**src/rtl/channel_mux_pkg.sv**
```systemverilog
// Shared types and constants for the four-channel collecting multiplexer.
// CHANNEL_MUX_RR_EN selects round-robin arbitration; it is fixed priority otherwise.
package channel_mux_pkg;

    localparam int DEFAULT_WIDTH = 4;

    typedef logic [1:0] sel_t;

    localparam sel_t SEL_A = 2'b00;
    localparam sel_t SEL_B = 2'b01;
    localparam sel_t SEL_C = 2'b10;
    localparam sel_t SEL_D = 2'b11;

    typedef enum logic {
        EMPTY = 1'b0,
        FULL  = 1'b1
    } state_t;

endpackage

```
**src/rtl/channel_multiplexer_rr_arbiter4.sv**
```systemverilog
// Four-way request search. With CHANNEL_MUX_RR_EN the search starts just after
// `last`; without it, the lowest select code wins and `last` is ignored.
module rr_arbiter4
    import channel_mux_pkg::*;
(
    input  logic [3:0] req,
    input  sel_t       last,
    output sel_t       gnt_idx,
    output logic       any
);

    assign any = |req;

`ifdef CHANNEL_MUX_RR_EN
    sel_t w_idx;
    logic w_found;

    // Rotating search: last+1, last+2, last+3, then last itself
    always_comb begin
        gnt_idx = SEL_A;
        w_found = 1'b0;
        w_idx   = SEL_A;
        for (int k = 1; k <= 4; k++) begin
            w_idx = last + k[1:0];
            if (!w_found && req[w_idx]) begin
                gnt_idx = w_idx;
                w_found = 1'b1;
            end else begin
                w_found = w_found;
            end
        end
    end
`else
    logic w_unused_last;
    assign w_unused_last = ^last;

    // Fixed priority search: A > B > C > D
    always_comb begin
        if (req[0]) begin
            gnt_idx = SEL_A;
        end else if (req[1]) begin
            gnt_idx = SEL_B;
        end else if (req[2]) begin
            gnt_idx = SEL_C;
        end else begin
            gnt_idx = SEL_D;
        end
    end
`endif

endmodule

```
**src/rtl/channel_multiplexer.sv**
```systemverilog
// Registered 4-to-1 valid/ready collector with channel tag on the output.
// Define CHANNEL_MUX_RR_EN for round-robin; otherwise fixed priority A>B>C>D.
module channel_multiplexer
    import channel_mux_pkg::*;
#(
    parameter int WIDTH = DEFAULT_WIDTH
) (
    input  logic             clk,
    input  logic             rst,
    input  logic             Enable,
    input  logic [WIDTH-1:0] A,
    input  logic [WIDTH-1:0] B,
    input  logic [WIDTH-1:0] C,
    input  logic [WIDTH-1:0] D,
    input  logic [3:0]       valid,
    output logic [3:0]       ready,
    output logic [WIDTH-1:0] Y,
    output logic [1:0]       Y_sel,
    output logic             Y_valid,
    input  logic             Y_ready
);

    state_t           r_state;
    logic [WIDTH-1:0] r_y;
    sel_t             r_y_sel;
    sel_t             w_last;
    sel_t             w_gnt;
    logic             w_any;
    logic             w_load;
    logic [WIDTH-1:0] w_data;

`ifdef CHANNEL_MUX_RR_EN
    sel_t r_last;

    // Arbiter pointer moves only when a word is actually taken
    always_ff @(posedge clk or posedge rst) begin
        if (rst) begin
            r_last <= SEL_D;
        end else if (w_load) begin
            r_last <= w_gnt;
        end else begin
            r_last <= r_last;
        end
    end

    assign w_last = r_last;
`else
    assign w_last = SEL_D;
`endif

    rr_arbiter4 u_arb (
        .req     (valid),
        .last    (w_last),
        .gnt_idx (w_gnt),
        .any     (w_any)
    );

    // Gating with rst keeps ready low while the block is held in reset
    assign w_load = !rst && Enable && w_any && (r_state == EMPTY || Y_ready);
    assign ready  = w_load ? (4'b0001 << w_gnt) : 4'b0000;

    // Select the granted channel's data
    always_comb begin
        case (w_gnt)
            SEL_A:   w_data = A;
            SEL_B:   w_data = B;
            SEL_C:   w_data = C;
            SEL_D:   w_data = D;
            default: w_data = A;
        endcase
    end

    // Output word register and EMPTY/FULL state
    always_ff @(posedge clk or posedge rst) begin
        if (rst) begin
            r_state <= EMPTY;
            r_y     <= '0;
            r_y_sel <= SEL_A;
        end else if (w_load) begin
            r_state <= FULL;
            r_y     <= w_data;
            r_y_sel <= w_gnt;
        end else if (r_state == FULL && Y_ready) begin
            r_state <= EMPTY;
            r_y     <= r_y;
            r_y_sel <= r_y_sel;
        end else begin
            r_state <= r_state;
            r_y     <= r_y;
            r_y_sel <= r_y_sel;
        end
    end

    assign Y       = r_y;
    assign Y_sel   = r_y_sel;
    assign Y_valid = (r_state == FULL);

endmodule

```
**config.mk**
```make
export PLATFORM = sky130hd
export DESIGN_NAME = channel_multiplexer
export DESIGN_NICKNAME = d
export VERILOG_FILES = /design/src/rtl/channel_mux_pkg.sv /design/src/rtl/channel_multiplexer_rr_arbiter4.sv /design/src/rtl/channel_multiplexer.sv
export SDC_FILE = /design/constraint.sdc
export NUM_CORES = 1
export LEC_CHECK = 0
export ABC_AREA = 1
export CELL_PAD_IN_SITES_DETAIL_PLACEMENT = 2
export CELL_PAD_IN_SITES_GLOBAL_PLACEMENT = 2
export CORE_UTILIZATION = 15
export CTS_BUF_LIST = sky130_fd_sc_hd__clkbuf_8
export DETAILED_ROUTE_END_ITERATION = 8
export GPL_ROUTABILITY_DRIVEN = 1
export PLACE_DENSITY_LB_ADDON = 0.1
export SYNTH_ARGS = -nofsm -noshare
export SYNTH_HDL_FRONTEND = slang
export SYNTH_HIERARCHICAL = 1
export SYNTH_SLANG_ARGS = --single-unit
```
**constraint.sdc**
```tcl
create_clock -name clk -period 0.9 [get_ports clk]
set_input_delay 0.135 -clock clk [delete_from_list [all_inputs] [get_ports clk]]
set_output_delay 0.135 -clock clk [all_outputs]
set_load 0.01 [all_outputs]
```
==> out/qor.csv <==
stage;metric;value;unit
status;outcome;finished, violations left;
status;violations;setup timing;
grt;grt_first_pass_wirelength;3460;um
grt;antenna_found_initial;0;
die;ioPinCount;35;
worst_setup_path;critical_path.cell_chain;nand2_2 -> nand3_2 -> nor2_4 -> buf_2;
die;die-area;3480;um^2
worst_setup_path;reg2reg_depth;7;
place;dp_hpwl;1640;um
timing;hold_viol_final;0;
place;placedCellCount;166;
timing;fin_skew;0.00248;ns
worst_setup_path;cp-start-kind;flop;
die;row_count;20;
min_path;hold_class;primary input to asynchronous set/reset pin;
worst_setup_path;critPathMaxStageDelay;0.38;ns
cts;h-tree-depth;1;
grt;grt_start_max_net_pins;9;
detailed_routing;num_vias;681;
synth;avgSynthCellArea;6.86;um^2
finish;diodes;0;
finish;final_area;1230;um^2
worst_setup_path;crit_path_top_delay_cell;dfrtp_1;
cts;cts-root-buf;clkbuf_8;
finish;drive_above_1_share;52.3;%
timing;slew_headroom;81.5;%
synth;syn_inst;71;
die;start_util;15.8;%
timing;rsz0062_at_grt;yes;
worst_setup_path;cp-end-kind;output port;
detailed_routing;antenna_left;0;
detailed_routing;wl_per_cell;12.3;um
worst_setup_path;critPathKind;flop to output port;
cts;cts_buffers;3;
timing;period_minus_slack;1.21;ns
pwr;power.leakage;0.578;nW
timing;report.final.slew_viol_count;0;
place;portBuffers;34;
worst_setup_path;cp_top_family;flip-flops;
timing;fmax;0.830;GHz
grt;grt_pass1_vias;772;
pwr;swShare;30.0;%
flow_run;cap_violations;0;
pwr;ir_worst_vdd;334;uV
die;core_area;3080;um^2
cts;cts_sinks;7;
finish;final_cells;174;
pwr;p_int;0.00102;W
worst_setup_path;cp_max_fo;3;
worst_setup_path;path_buf_inv;1;
detailed_routing;viasPerCell;3.91;
synth;yosysWarningCount;6;
detailed_routing;first_pass_iters;4;
finish;fin_nets;155;
place;dpl-instance-area;1040;um^2
timing;hold_ws;0.0392;ns
die;die_h;59.0;um
detailed_routing;drt_iter0_markers;5;
cts;clk_pin_slew;0.04;ns
die;die_x;59.0;um
cts;clk_latency;0.22;ns
pwr;p_sw;0.000436;W
worst_setup_path;required;0.76;ns
worst_setup_path;crit_cells;4;
timing;max_slew.worst_pin.slew;0.278;ns
timing;setup_ws;-0.305;ns
worst_setup_path;cp_data_arrival_time;1.07;ns
cts;cts_tree;yes;
finish;area_delta_synth_final;153;%
detailed_routing;drc;0;
pwr;clockPowerShare;28.8;%
finish;fin_util;40.0;%
pwr;p_comb_share;43.6;%
synth;synth_fp_nets;95;
timing;period_share;134;%
pwr;power_density;1180;nW/um^2
place;gp_congestion;0.758;
synth;synth_area;487;um^2
detailed_routing;routed_wl;2140;um
grt;grtUsageTotal;13.5;%
timing;timing.setup.tns;-2.70;ns
grt;grt_overflow;0;
pwr;pwr-share-seq;27.6;%
timing;setup_violations;13;
cts;clock_path_buffers;2;
[worst register-to-register path: cells and delay by family (launching register included)]
family                 cells  cell delay, ns
buffers and inverters      2            0.29
flip-flops                 1            0.38
AND/OR/NAND/NOR            5            0.41
[power groups by stage]
stage	sequential (W)	combinational [W]	clock [W]
after floorplan	0.000428	0.000160	0
after global placement	0.000400	0.000545	0
after detailed placement	0.000404	0.000560	0
after CTS	0.000398	0.000572	0.000438
after global routing	0.000405	0.000689	0.000449
final	0.000401	0.000633	0.000419
[flip-flops by register name, indices dropped and copies added, names as in the netlist]
name / cells
Y_sel: 2
Y: 4
Y_valid: 1
[placed cells by master, fill, tap and decap left out]
| master | n |
|---|---|
| buf_2 | 11 |
| clkdlybuf4s15_1 | 1 |
| nor3_4 | 1 |
| nor2_1 | 3 |
| nand2_1 | 14 |
| inv_2 | 1 |
| nand3_2 | 1 |
| buf_12 | 2 |
| dfrtp_1 | 7 |
| buf_16 | 1 |
| inv_1 | 4 |
| clkdlybuf4s50_1 | 16 |
| nand2_4 | 4 |
| a21oi_4 | 1 |
| o21bai_1 | 3 |
| clkinv_1 | 1 |
| nand2_8 | 1 |
| buf_4 | 15 |
| inv_4 | 1 |
| nor2_4 | 8 |
| buf_6 | 6 |
| nor2_2 | 3 |
| nand3_1 | 9 |
| o21bai_4 | 1 |
| clkbuf_8 | 3 |
| clkdlybuf4s15_2 | 1 |
| o21ai_2 | 1 |
| dlygate4sd2_1 | 4 |
| nand2_2 | 6 |
[what timing repair did]
action                     in CTS  in global routing
gates resized for setup        72                 26
hold buffers                    0                  0
gates cloned                    1                  0
setup endpoints to repair      18                 12
buffers inserted                2                  1
pin swaps                      11                 15
[path summary, 6_finish.rpt]
kind	startpoint	end	slack, ns
worst min register to register	Y_sel[1]	Y_sel[1]	0.52
worst min-delay path	rst	Y_valid	0.04
worst max register to register	Y_valid	Y[2]	-0.24
max in group asynchronous	rst	Y[3]	0.64
min in group clk	Y_ready	Y_valid	0.44
worst max-delay path	Y_valid	ready[2]	-0.31
[metrics by stage]
stage / total power, W / setup slack, ns
3_3_place_gp: 0.000945 / -0.993
3_5_place_dp: 0.000964 / -1.10
2_1_floorplan: 0.000588 / -0.113
5_1_grt: 0.00154 / -0.378
6_report: 0.00145 / -0.305
4_1_cts: 0.00141 / -0.364
[final cells by class]
class                           instances  area [um^2]
Fill cell                             352         1850
Clock inverter                          1         3.75
Sequential cell                         7          175
Inverter                                6         25.0
Multi-Input combinational cell         56          413
Timing Repair Buffer                   57          519
Tap cell                               44         55.1
Clock buffer                            3         41.3
[metal layers]
layer  GRT usage (%)  part of all wire, %  up-vias
met1            15.5                   41      315
met5               0                    0        -
met3            2.20                  5.0        2
met4            6.46                 0.47        0
met2            24.2                   54       20
li1                -                    -      344
Note: power is estimated with default switching activity, not from simulation.
==> variant (config.mk and constraints unchanged) <==
The option `CHANNEL_MUX_RR_EN` is turned on by a define.
--- a/src/rtl/channel_multiplexer_rr_arbiter4.sv
+++ b/src/rtl/channel_multiplexer_rr_arbiter4.sv
@@ -1,5 +1,7 @@
 // Four-way request search. With CHANNEL_MUX_RR_EN the search starts just after
 // `last`; without it, the lowest select code wins and `last` is ignored.
+`define CHANNEL_MUX_RR_EN
+
 module rr_arbiter4
     import channel_mux_pkg::*;
 (
Check against the original RTL: not equivalent (Yosys sat finds a counterexample within 4 cycles, from zero or initial values and one cycle with rst high).
==> variant against the original RTL <==
The run still ends with negative setup slack left. Utilization down 11 points. Via count increased by 55%. Sequential cell count increased by 2. Routed wire length rose by 52%. Synthesized area increased by 75%. Non-clock buffer count increased by 7. Die area rose by 72%. Final area rose by 28%. Worst setup slack lost 0.94 ns.
Power is left out: it rests on default switching activity, and per cell area and clock period it moved more than threefold.
==> variant: results (changes against the original RTL) <==
----------------------------------------------------
[Routing]
  Total met2 wirelength after detailed routing ... 1.890 mm (was 1.145 mm)
  Top routing layer in use ... met4 (unchanged)
  1st-iter DRT viols ... 15 (was 5)
  Detailed-route wire length ... 3.262 mm (was 2.140 mm)
  Via density per instance ... 4.050 (was 3.914)
  Met1 Wirelength ... 1.256 mm (was 877 um)
  DR WL met3 ... 107 um (unchanged)

[Placement]
  RD Place Congestion ... 0.6815 (was 0.7584)
  Dpl ws ... -1.502 ns (was -1.103 ns)
  Dpl hpwl ... 2.721 mm (was 1.637 mm)
  Post-DP Area ... 1404 um^2 (was 1041 um^2)
  Port-buffer cells ... 34 (unchanged)

[Critical path]
  Biggest fanout along the worst timing path ... 8 (was 3)
  Launch point of the worst reg-to-reg path ... r_last[0] (was Y_valid)
  Capturing point of the worst reg2reg path ... Y[2] (unchanged)
  Arrival time at the worst endpoint ... 2.01 ns (was 1.07 ns)
  Register-to-Register Path Depth ... 15 (was 7)

[STA]
  Setup TNS ... -13.15 ns (was -2.700 ns)
  Final clock skew ... 0.0004900 ns (was 0.002483 ns)
  Worst Setup Slack, final ... -1.245 ns (was -0.3052 ns)
  Final setup fails ... 14 (was 13)
  Worst max-slew margin expressed relative to the limit ... 0.8812 (was 0.8145)

[CTS]
  Maximum level of the CTS H-tree ... 1 (unchanged)
  Root buffer cell ... sky130_fd_sc_hd__clkbuf_8 (unchanged)
  Worst skew pair latency ... 0.23 ns

[Status]
  Run status ... finished, violations left (unchanged)
  Violations in the final reports ... negative setup slack (unchanged)

[Finish]
  Flip-flop count of the largest register after layout ... 4 (unchanged)
  Number of nets in the finished design ... 214 (was 155)
  Share of cells above drive strength 1 ... 0.4974 (was 0.5231)
  FILL cells ... 662 (was 352)
  Count of antenna diodes in the layout ... 0 (unchanged)

[Logic synthesis]
  Synthesis Warnings ... 6 (unchanged)
  Post-synth top cells ... sky130_fd_sc_hd__nand2_1 (44), sky130_fd_sc_hd__nand3_1 (14), sky130_fd_sc_hd__nand2_2 (11), sky130_fd_sc_hd__nor2_1 (11), sky130_fd_sc_hd__dfrtp_1 (7)
  Net Count, Synth ... 149 (was 95)
  Sequential share of the synthesized area ... 0.2676

[GRT]
  Global-route wire length before repair ... 5.464 mm (was 3.463 mm)
  GRT Util Overall ... 0.1162 (was 0.1350)
  Number of antenna violations at the first check in global routing ... 0 (unchanged)
  Vias in the first global route ... 1,144 (was 772)
  Largest net degree at the start of global routing ... 9 (unchanged)

----------------------------------------------------
-- variant: cell type report --
cell class / count / area (um^2) / area share
inverters: 12 / 55.05 / 0.03500
clock buffers: 3 / 41.29 / 0.02625
clock inverters: 1 / 3.754 / 0.002387
well taps: 72 / 90.09 / 0.05728
multi-input cells: 100 / 610.6 / 0.3882
flip-flops and latches: 9 / 227.7 / 0.1448
repair buffers: 64 / 544.3 / 0.3461
-- variant: layer usage --
layer / vias up / GRT usage
met4: 0 / 0.02264
li1: 519 / -
met1: 523 / 0.1236
met2: 13 / 0.2283
met5: - / 0
met3: 2 / 0.02738
-- variant: worst max-delay path, cell delays in order (launching register included) --
cell	delay (ns)
sky130_fd_sc_hd__dfstp_2	0.63
sky130_fd_sc_hd__inv_6	0.07
sky130_fd_sc_hd__nand2_2	0.08
sky130_fd_sc_hd__nand2_4	0.06
sky130_fd_sc_hd__buf_4	0.13
sky130_fd_sc_hd__a31oi_2	0.17
sky130_fd_sc_hd__nand3_1	0.10
sky130_fd_sc_hd__buf_6	0.16
sky130_fd_sc_hd__buf_4	0.13
sky130_fd_sc_hd__nor2_2	0.10
sky130_fd_sc_hd__buf_2	0.13
-- variant: worst max-delay path by stage --
stage / startpoint / endpoint / slack, ns / cells past startpoint
4_1_cts: r_last[0] / Y[2] / -1.26 / 15
2_1_floorplan: r_last[0] / Y[0] / -0.87 / 17
6_report: r_last[0] / ready[1] / -1.25 / 10
3_5_place_dp: valid[1] / ready[1] / -1.50 / 12
3_3_place_gp: valid[1] / ready[1] / -1.49 / 12
5_1_grt: r_last[0] / Y[0] / -1.43 / 15
-- variant: cells by family (layout without fill, tap and decap cells) --
group / count (synthesis) / count (layout) / synth area share
AO/OA/AOI/OAI: 6 / 6 / 0.04853
flip-flops: 9 / 9 / 0.2676
AND/OR/NAND/NOR: 94 / 94 / 0.5662
buffers and inverters: 16 / 80 / 0.1176
-- variant: repair_timing --
item                                    CTS  global route
buffers inserted                          6             4
endpoints found under the setup margin   20            19
pin swaps                                27             2
gates resized for setup                  79             6
-- variant: per-stage QoR --
step                instances  hold slack (ns)  utilization
global placement          249           0.3788       0.2565
global route              261           0.2046       0.2874
finish                    261           0.1817       0.2874
floorplan                 125         -0.03851            -
detailed placement        249           0.3826       0.2565
CTS                       257           0.1725       0.2778
